$ cat config.mk
export PLATFORM = sky130hd
export DESIGN_NAME = if_id_queue
export DESIGN_NICKNAME = d
export VERILOG_FILES = /design/src/rtl/if_id_queue.sv
export SDC_FILE = /design/constraint.sdc
export NUM_CORES = 1
export LEC_CHECK = 0
export CAP_MARGIN = 30
export CORE_MARGIN = 3
export CORE_UTILIZATION = 48
export DETAILED_ROUTE_END_ITERATION = 10
export GPL_ROUTABILITY_DRIVEN = 0
export PLACE_DENSITY = 0.8
export SYNTH_ARGS = -nofsm -noshare
export SYNTH_HDL_FRONTEND = slang
export SYNTH_SLANG_ARGS = --single-unit
$ cat constraint.sdc
create_clock -name clk -period 6.74 [get_ports clk]
set_input_delay 0.674 -clock clk [delete_from_list [all_inputs] [get_ports clk]]
set_output_delay 0.674 -clock clk [all_outputs]
set_load 0.01 [all_outputs]
$ cat src/rtl/if_id_queue.sv
// if_id_queue: IF->ID boundary buffer. A small FIFO of fetched (pc, inst) pairs.
// Fetch can run ahead while decode stalls. A flush drops wrong-path entries after a redirect.
//
// Ports
//   clk, rst                 clock (rising edge); synchronous active-high reset
//   flush                    empty the queue at the next edge (overrides enq/deq)
//   in_valid/in_ready        enqueue handshake; in_ready is purely registered
//   in_pc, in_inst           fetched entry
//   out_valid/out_ready      dequeue handshake toward decode
//   out_pc, out_inst         head entry; 0 / BUBBLE when empty
//   count                    current occupancy
//
// Optional build macro IF_ID_PRED_EN: adds the per-entry branch-prediction fields
//   in_pred_taken/in_pred_target and out_pred_taken/out_pred_target (0 when empty).
module if_id_queue #(
  parameter int unsigned       ADDR_W = 32,
  parameter int unsigned       INST_W = 32,
  parameter int unsigned       DEPTH  = 2,
  parameter logic [INST_W-1:0] BUBBLE = 32'h00000013
) (
  input  logic                       clk,
  input  logic                       rst,
  input  logic                       flush,
  input  logic                       in_valid,
  output logic                       in_ready,
  input  logic [ADDR_W-1:0]          in_pc,
  input  logic [INST_W-1:0]          in_inst,
  output logic                       out_valid,
  input  logic                       out_ready,
  output logic [ADDR_W-1:0]          out_pc,
  output logic [INST_W-1:0]          out_inst,
`ifdef IF_ID_PRED_EN
  input  logic                       in_pred_taken,
  input  logic [ADDR_W-1:0]          in_pred_target,
  output logic                       out_pred_taken,
  output logic [ADDR_W-1:0]          out_pred_target,
`endif
  output logic [$clog2(DEPTH+1)-1:0] count
);

  localparam int unsigned PTR_W = $clog2(DEPTH);
  localparam int unsigned CNT_W = $clog2(DEPTH+1);

  logic [PTR_W-1:0] wr_ptr_q, wr_ptr_d;
  logic [PTR_W-1:0] rd_ptr_q, rd_ptr_d;
  logic [CNT_W-1:0] count_q, count_d;

  logic [ADDR_W-1:0] pc_mem   [DEPTH];
  logic [INST_W-1:0] inst_mem [DEPTH];
`ifdef IF_ID_PRED_EN
  logic              taken_mem  [DEPTH];
  logic [ADDR_W-1:0] target_mem [DEPTH];
`endif

  logic push;
  logic pop;
  logic wr_en;

  assign in_ready  = (count_q != CNT_W'(DEPTH));
  assign out_valid = (count_q != '0);
  assign count     = count_q;

  assign push  = in_valid && in_ready;
  assign pop   = out_valid && out_ready;
  // A concurrent enqueue is dropped by flush.
  assign wr_en = push && !flush;

  // Pointers wrap naturally because DEPTH is a power of two.
  always_comb begin
    wr_ptr_d = wr_ptr_q;
    rd_ptr_d = rd_ptr_q;
    count_d  = count_q;
    if (flush) begin
      wr_ptr_d = '0;
      rd_ptr_d = '0;
      count_d  = '0;
    end else begin
      if (push) wr_ptr_d = wr_ptr_q + PTR_W'(1);
      if (pop)  rd_ptr_d = rd_ptr_q + PTR_W'(1);
      unique case ({push, pop})
        2'b10:   count_d = count_q + CNT_W'(1);
        2'b01:   count_d = count_q - CNT_W'(1);
        default: count_d = count_q;
      endcase
    end
  end

  always_ff @(posedge clk) begin
    if (rst) begin
      wr_ptr_q <= '0;
      rd_ptr_q <= '0;
      count_q  <= '0;
    end else begin
      wr_ptr_q <= wr_ptr_d;
      rd_ptr_q <= rd_ptr_d;
      count_q  <= count_d;
    end
  end

  // Storage is not reset; empty-state outputs are forced below.
  always_ff @(posedge clk) begin
    if (wr_en) begin
      pc_mem[wr_ptr_q]   <= in_pc;
      inst_mem[wr_ptr_q] <= in_inst;
`ifdef IF_ID_PRED_EN
      taken_mem[wr_ptr_q]  <= in_pred_taken;
      target_mem[wr_ptr_q] <= in_pred_target;
`endif
    end
  end

  always_comb begin
    out_pc   = '0;
    out_inst = BUBBLE;
`ifdef IF_ID_PRED_EN
    out_pred_taken  = 1'b0;
    out_pred_target = '0;
`endif
    if (out_valid) begin
      out_pc   = pc_mem[rd_ptr_q];
      out_inst = inst_mem[rd_ptr_q];
`ifdef IF_ID_PRED_EN
      out_pred_taken  = taken_mem[rd_ptr_q];
      out_pred_target = target_mem[rd_ptr_q];
`endif
    end
  end

endmodule

==> parameters.txt, run 1 <==
Parameter                              Value

Worst setup path
  Count of buffering cells on the critical path with inverters included ... 3
  Arrival time of the worst setup path ... 2.41 ns
  Required time at the endpoint of the critical path ... 6.07 ns
  Worst Setup End Kind ... primary output
  Cell family with most CP delay ... buffers and inverters
  Ordered cell list for the critical path ... nor2_4, buf_4, inv_1, nand2_1, clkdlybuf4s50_1
  Kind of start point of the critical path ... flop
  Largest stage delay on the critical path ... 0.54 ns
  Critical path fanouts, max ... 62
  Slowest cell on crit path ... sky130_fd_sc_hd__clkdlybuf4s50_1
  Setup CP Type ... reg -> out

Logic synthesis
  Commonest cells in the netlist ... sky130_fd_sc_hd__edfxtp_1, sky130_fd_sc_hd__nor2_1, sky130_fd_sc_hd__mux2i_1, sky130_fd_sc_hd__buf_2
  Count of unique library cells instantiated by Yosys ... 18
  Number of enable-type register cells in the synthesized netlist ... 128
  Fraction of registers with async set or reset after synthesis ... 0%
  Netlist area before placement ... 5040 um^2
  Post-synth top area cell ... sky130_fd_sc_hd__edfxtp_1
  Syn_area_per_cell ... 16.9 um^2
  Top flip-flop cell by instance count after synthesis ... sky130_fd_sc_hd__edfxtp_1
  Proportion of synthesized chip area in sequential cells ... 78.3%
  Number of warnings issued by yosys ... 0
  Post-synthesis net count ... 368
  Ranking of synthesized cells by area ... sky130_fd_sc_hd__edfxtp_1, sky130_fd_sc_hd__mux2i_1, sky130_fd_sc_hd__nor2_1
  Post-Syn Instances ... 298
  Flops & latches, synth ... 133
  Most frequent cell after synthesis ... sky130_fd_sc_hd__edfxtp_1
  Area share of the largest cell type after synthesis ... 76.3%

Die
  Placeable core region ... 10000 um^2
  Initial core utilization ... 50.4%
  Count of standard-cell rows ... 36
  I/O pin count ... 137
  Die footprint ... 11800 um^2
  Die height ... 108 um
  Die outline width ... 108 um

Clocking
  Number of H-tree branching levels ... 4
  Post-CTS Setup Repair Bufs ... 0
  Post-CTS clock slew at the launch and capture registers of the worst setup and hold paths ... 0.06 ns
  Number of sinks on the clock net ... 133
  Cts bufs inserted ... 17
  CTS root buffer ... sky130_fd_sc_hd__clkbuf_8
  CTS tree ... yes
  Resize count post-CTS ... 0
  Number of buffers inserted by hold repair at cts ... 0
  Number of buffers between clock root and the deepest sink ... 2
  Clock insertion delay at the later pin of the skew report ... 0.51 ns

Power and ir drop
  Final Total Pwr ... 1.98 mW
  Power per cell area ... 278 nW/um^2
  Leakage ... 2.32 nW
  Worst vdd rail ir drop ... 189 uV

Timing
  Slew at the pin closest to its max-slew limit ... 0.871 ns
  Relative max-transition margin ... 41.9%
  Worst hold-check slack ... 0.510 ns
  Achievable Freq ... 324 MHz
  Final max-slew violation count ... 0
  Setup_tns ... 0 ns
  Share of the clock period used by the worst path after layout ... 45.8%
  Minimum period implied by the final worst setup slack ... 3.09 ns
  RSZ-0062 raised after global routing ... no
  Clock skew after layout ... 0.0129 ns
  Number of hold violations in the final report ... 0
  Count of endpoints failing setup in the final report ... 0

Flow run
  Max Cap Viol ... 0

Route
  Number of vias per cell after detailed routing ... 4.96
  Remaining design rule violation count ... 0
  Initial DRT Pass Iterations ... 4
  Vias after detailed routing ... 2925
  DR iter-0 viols ... 208
  Routed len/inst ... 16.6 um
  Overall routed net length ... 9790 um
  Final ANT Viol Nets ... 0

Outcome
  Outcome ... finished clean

GRT
  Grt ovf ... 0
  Largest net degree at the start of global routing ... 65
  Wire length of the first global-routing pass ... 15400 um
  Number of antenna violations at the first check in global routing ... 0
  Overall track demand over capacity in global routing ... 17.5%
  Via count of the first global-routing pass ... 3077

Hold path
  Worst hold path class ... reg -> reg

Place
  Placed Instance Area ... 6550 um^2
  Number of input and output port buffers inserted ... 136
  Estimated wirelength of the detail-placed design ... 6020 um

Finish
  Area growth from synthesis to layout ... 41.4%
  Number of inserted diodes ... 0
  Design area ... 7120 um^2
  Final layout net count ... 514
  Share of post-route cells with drive strength above 1 ... 8.75%
## registers in the layout, indices dropped and copies added, names as in the netlist, named ones only
name and flops:
pc_mem 64, inst_mem 64, count 2, wr_ptr_q 1, rd_ptr_q 1
## layer usage
layer | GRT usage, % | routed length, um
met2 | 28.0 | 4900
met1 | 22.9 | 4180
met4 | 6.04 | 42
met5 | 0 | 0
met3 | 5.37 | 665
## path summary, 6_finish.rpt
check | end | depth (start not counted) | slack, ns | start
worst max register to register | inst_mem[1][13]$_DFFE_PP_ | 5 | 4.69 | count[0]$_SDFFE_PP0P_
worst max-delay path | out_inst[4] | 5 | 3.65 | count[1]$_SDFFE_PP0P_
worst min-delay path | wr_ptr_q$_SDFFE_PP0P_ | 2 | 0.51 | wr_ptr_q$_SDFFE_PP0P_
worst min register to register | wr_ptr_q$_SDFFE_PP0P_ | 2 | 0.51 | wr_ptr_q$_SDFFE_PP0P_
## worst register-to-register path: cells and delay by family (launching register included)
kind / cells / cell delay, ns
DFF: 1 / 0.48
buffers and inverters: 2 / 0.76
and+or+nand+nor: 3 / 0.40
## power breakdown
group | switching, mW | internal [mW]
logic | 0.0733 | 0.0918
registers | 0.00968 | 0.935
clock network | 0.341 | 0.528
total | 0.423 | 1.55
## cell type report
class                           instances  area [um^2]
Clock buffer                           17          414
Clock inverter                         15          155
Fill cell                             667         2880
Inverter                                4         15.0
Multi-Input combinational cell        148         1020
Sequential cell                       133         3950
Tap cell                              133          166
Timing Repair Buffer                  140         1400
## kinds of logic after synthesis
group | Yosys count | share of synthesized area, %
DFF | 133 | 78.3
and+or+nand+nor | 75 | 5.89
muxes | 64 | 12.7
buffers and inverters | 17 | 1.84
AOI/OAI and AO/OA | 5 | 0.497
xor gates and xnor gates | 3 | 0.522
adders and majority gates | 1 | 0.248
## through the flow
stage,util (%),setup WS (ns),std cells
CTS,71.2,3.59,590
global placement,65.3,4.02,557
detailed placement,65.5,4.16,558
floorplan,-,0.725,298
global route,71.2,3.49,590
finish,71.2,3.65,590
## layout by cell type (no fill, tap or decap), drive strengths merged
cell type        n
nor3b            1
dfxtp            5
clkbuf          17
a21oi            2
clkdlybuf4s50  136
nor2b            1
nor2            65
mux2i           64
xor2             2
ha               1
inv              7
clkinv           8
nand2            4
edfxtp         128
xnor2            1
clkinvlp         2
buf              4
o21ai            3
bufinv           2
or3              2
or2              1
nor3             1
No activity file was read; power rests on OpenSTA's default activity.
==> run 2: changes to the inputs <==
--- a/config.mk
+++ b/config.mk
@@ -7,10 +7,10 @@
 export LEC_CHECK = 0
 export CAP_MARGIN = 30
 export CORE_MARGIN = 3
-export CORE_UTILIZATION = 48
+export CORE_UTILIZATION = 43
 export DETAILED_ROUTE_END_ITERATION = 10
 export GPL_ROUTABILITY_DRIVEN = 0
-export PLACE_DENSITY = 0.8
+export PLACE_DENSITY = 0.75
 export SYNTH_ARGS = -nofsm -noshare
 export SYNTH_HDL_FRONTEND = slang
 export SYNTH_SLANG_ARGS = --single-unit
==> constraint.sdc (replaced) <==
create_clock -name clk -period 2.6 [get_ports clk]
set_input_delay 0.26 -clock clk [delete_from_list [all_inputs] [get_ports clk]]
set_output_delay 0.26 -clock clk [all_outputs]
set_load 0.01 [all_outputs]
==> run 2 against run 1 <==
  * Cell count is 1.4% higher
  * Flip-flop and latch count stayed put
  * Wire length decreased by 3.4%
  * Via count is 1.5% lower
  * Setup slack worse by 3.4 ns
  * Design area grew 1.5%
  * Worst hold slack worse by 0.067 ns
  * Utilization down 6.2 points
  * Global-route usage decreased by 2.3 points
==> parameters.txt, run 2 (same netlist as run 1, synthesis figures left out) <==
Parameter                              Value

Outcome
  Outcome ... finished clean

Hold path
  End of the worst hold path ... pc_mem[1][29]$_DFFE_PP_
  Worst hold path class ... in -> reg
  Number of cells on the worst hold path ... 1 (-1)
  Min-delay src ... in_pc[29]

Timing
  Number of hold violations in the final report ... 0 (unchanged)
  Setup_tns ... 0 ns (unchanged)
  Fin worst setup slack ... 0.270 ns (-3.38 ns)
  Count of endpoints failing setup in the final report ... 0 (unchanged)
  Slew at the pin closest to its max-slew limit ... 0.431 ns (-0.441 ns)
  Final max-slew violation count ... 0 (unchanged)
  Minimum period implied by the final worst setup slack ... 2.33 ns
  Clock skew after layout ... 0.00782 ns (-0.00511 ns)
  RSZ-0062 raised after global routing ... no
  Share of the clock period used by the worst path after layout ... 89.6%
  Achievable Freq ... 429 MHz
  Relative max-transition margin ... 71.3% (+29 points)

Place
  Estimated wirelength of the detail-placed design ... 6240 um (+3.7%)
  Worst slack, placed ... 0.659 ns (-3.50 ns)
  Number of input and output port buffers inserted ... 136 (unchanged)
  Total placed cells including tap cells ... 567 (+1.6%)

Clocking
  Resize count post-CTS ... 0 (unchanged)
  Number of buffers between clock root and the deepest sink ... 2 (unchanged)
  Post-CTS Setup Repair Bufs ... 0 (unchanged)
  CTS root buffer ... sky130_fd_sc_hd__clkbuf_16
  Clock insertion delay at the later pin of the skew report ... 0.39 ns (-0.12 ns)
  Post-CTS clock slew at the launch and capture registers of the worst setup and hold paths ... 0.06 ns (about the same)
  Number of buffers inserted by hold repair at cts ... 0 (unchanged)
  CTS tree ... yes
  Cts bufs inserted ... 17 (unchanged)
  Number of sinks on the clock net ... 133 (unchanged)
  Number of H-tree branching levels ... 4 (unchanged)

Power and ir drop
  Power per cell area ... 722 nW/um^2 (+160%)
  Clock group share of total power ... 44.7% (+0.8 points)
  Net switching power figure ... 1.05 mW (+150%)
  Final Total Pwr ... 5.22 mW (+160%)
  Leakage ... 2.35 nW (+1.4%)
  Internal power contribution ... 4.17 mW (+170%)
  Power share of the combinational group ... 8.4% (about the same)
  Worst vdd rail ir drop ... 398 uV (+110%)
  Switching share of total power ... 20.1% (-1.3 points)
  Portion of total power attributed to sequential cells ... 46.8% (-1.0 points)

Route
  Number of vias per cell after detailed routing ... 4.82 (-2.9%)
  Remaining design rule violation count ... 0 (unchanged)
  DR iter-0 viols ... 97 (-53%)
  Initial DRT Pass Iterations ... 4 (unchanged)
  Overall routed net length ... 9460 um (-3.4%)
  Vias after detailed routing ... 2880 (-1.5%)
  Routed len/inst ... 15.8 um (-4.6%)
  Final ANT Viol Nets ... 0 (unchanged)

Finish
  Final core area utilization ... 65.0% (-6.2 points)
  Non-filler instance count after layout ... 598 (+1.4%)
  Fill cell count ... 833 (+25%)
  Commonest non-fill, non-tap cells in the layout ... sky130_fd_sc_hd__clkdlybuf4s50_1, sky130_fd_sc_hd__edfxtp_1, sky130_fd_sc_hd__mux2i_1, sky130_fd_sc_hd__nor2_1, sky130_fd_sc_hd__clkbuf_16
  Most common cell after layout, fill and taps aside ... sky130_fd_sc_hd__clkdlybuf4s50_1
  Number of inserted diodes ... 0 (unchanged)
  Final layout net count ... 516 (+0.39%)
  Area growth from synthesis to layout ... 43.5%
  Share of post-route cells with drive strength above 1 ... 9.83% (+1.1 points)

Worst setup path
  Arrival time of the worst setup path ... 2.07 ns (-0.34 ns)
  Worst Setup End Kind ... primary output
  Depth of the worst register-to-register path ... 5 (unchanged)
  Required time at the endpoint of the critical path ... 2.34 ns (-3.73 ns)
  Kind of start point of the critical path ... flop
  Setup CP Type ... reg -> out
  Critical path fanouts, max ... 25 (-60%)
  Destination of the worst register-to-register timing path ... count[1]$_SDFFE_PP0P_
  Startpoint of the worst-slack reg-to-reg timing path ... count[0]$_SDFFE_PP0P_
  Register-to-Register Setup Slack ... 1.01 ns (-3.68 ns)

Die
  Initial core utilization ... 45.3% (-5.1 points)
  Die outline width ... 114 um (+5.3%)
  Count of standard-cell rows ... 38 (+5.6%)
  Placeable core region ... 11100 um^2 (+11%)
  Die height ... 114 um (+5.3%)
  I/O pin count ... 137 (unchanged)
  Die footprint ... 13000 um^2 (+11%)

GRT
  Wire length of the first global-routing pass ... 15200 um (-1.8%)
  Via count of the first global-routing pass ... 3100 (+0.75%)
  Number of antenna violations at the first check in global routing ... 0 (unchanged)
  Largest net degree at the start of global routing ... 65 (unchanged)
  Overall track demand over capacity in global routing ... 15.3% (-2.3 points)
  Grt ovf ... 0 (unchanged)

Flow run
  Max Cap Viol ... 0 (unchanged)
run 2: cell types whose count changed in the layout (fill, tap and decap cells not counted), sizes merged:
| cell | before | now |
|---|---|---|
| inv | 7 | 5 |
| buf | 4 | 6 |
| bufinv | 2 | 3 |
| clkinv | 8 | 7 |
| clkbuf | 17 | 18 |
run 2: worst max path at each step:
| stage | to | slack [ns] |
|---|---|---|
| after CTS | out_inst[23] | 0.22 |
| after global placement | out_inst[23] | 0.68 |
| final | out_inst[23] | 0.27 |
| after detailed placement | out_inst[23] | 0.66 |
| after floorplan | inst_mem[1][0]$_DFFE_PP_ | -0.14 |
| after global routing | out_inst[17] | 0.11 |
run 2: power by group through the flow:
stage | logic (mW) | registers [mW] | clock network [mW]
after floorplan | 0.171 | 2.49 | 0
after global placement | 0.437 | 2.49 | 0
after detailed placement | 0.446 | 2.49 | 0
after CTS | 0.448 | 2.45 | 2.39
after global routing | 0.477 | 2.45 | 2.51
final | 0.440 | 2.45 | 2.33
run 2: per-layer routing:
| metal | up-vias | share of wire (%) | wire [um] | global-route usage (%) |
|---|---|---|---|---|
| met2 | 94 | 52 | 4930 | 25.8 |
| li1 | 1403 | - | - | - |
| met4 | 0 | 1.8 | 174 | 6.02 |
| met5 | - | 0 | 0 | 0 |
| met1 | 1370 | 39 | 3680 | 18.2 |
| met3 | 13 | 7.1 | 669 | 4.86 |
run 2: through the flow:
step	hold slack [ns]	cell area, um^2
finish	0.443	7230
global route	0.426	7230
CTS	0.426	7230
detailed placement	0.497	6640
global placement	0.488	6640
floorplan	0.359	5080
run 2: final cells by class:
class / instances / area (um^2) / area share (%)
Timing Repair Buffer: 142 / 1460 / 20.1
Tap cell: 140 / 175 / 2.42
Clock buffer: 18 / 429 / 5.94
Sequential cell: 133 / 3950 / 54.6
Multi-Input combinational cell: 148 / 1050 / 14.5
Clock inverter: 13 / 159 / 2.20
Inverter: 4 / 15.0 / 0.208
run 2: critical path: stages (launching register included):
cell                              delay (ns)
sky130_fd_sc_hd__dfxtp_4                0.59
sky130_fd_sc_hd__buf_12                 0.26
sky130_fd_sc_hd__mux2i_1                0.25
sky130_fd_sc_hd__nor2_1                 0.07
sky130_fd_sc_hd__clkdlybuf4s50_1        0.50
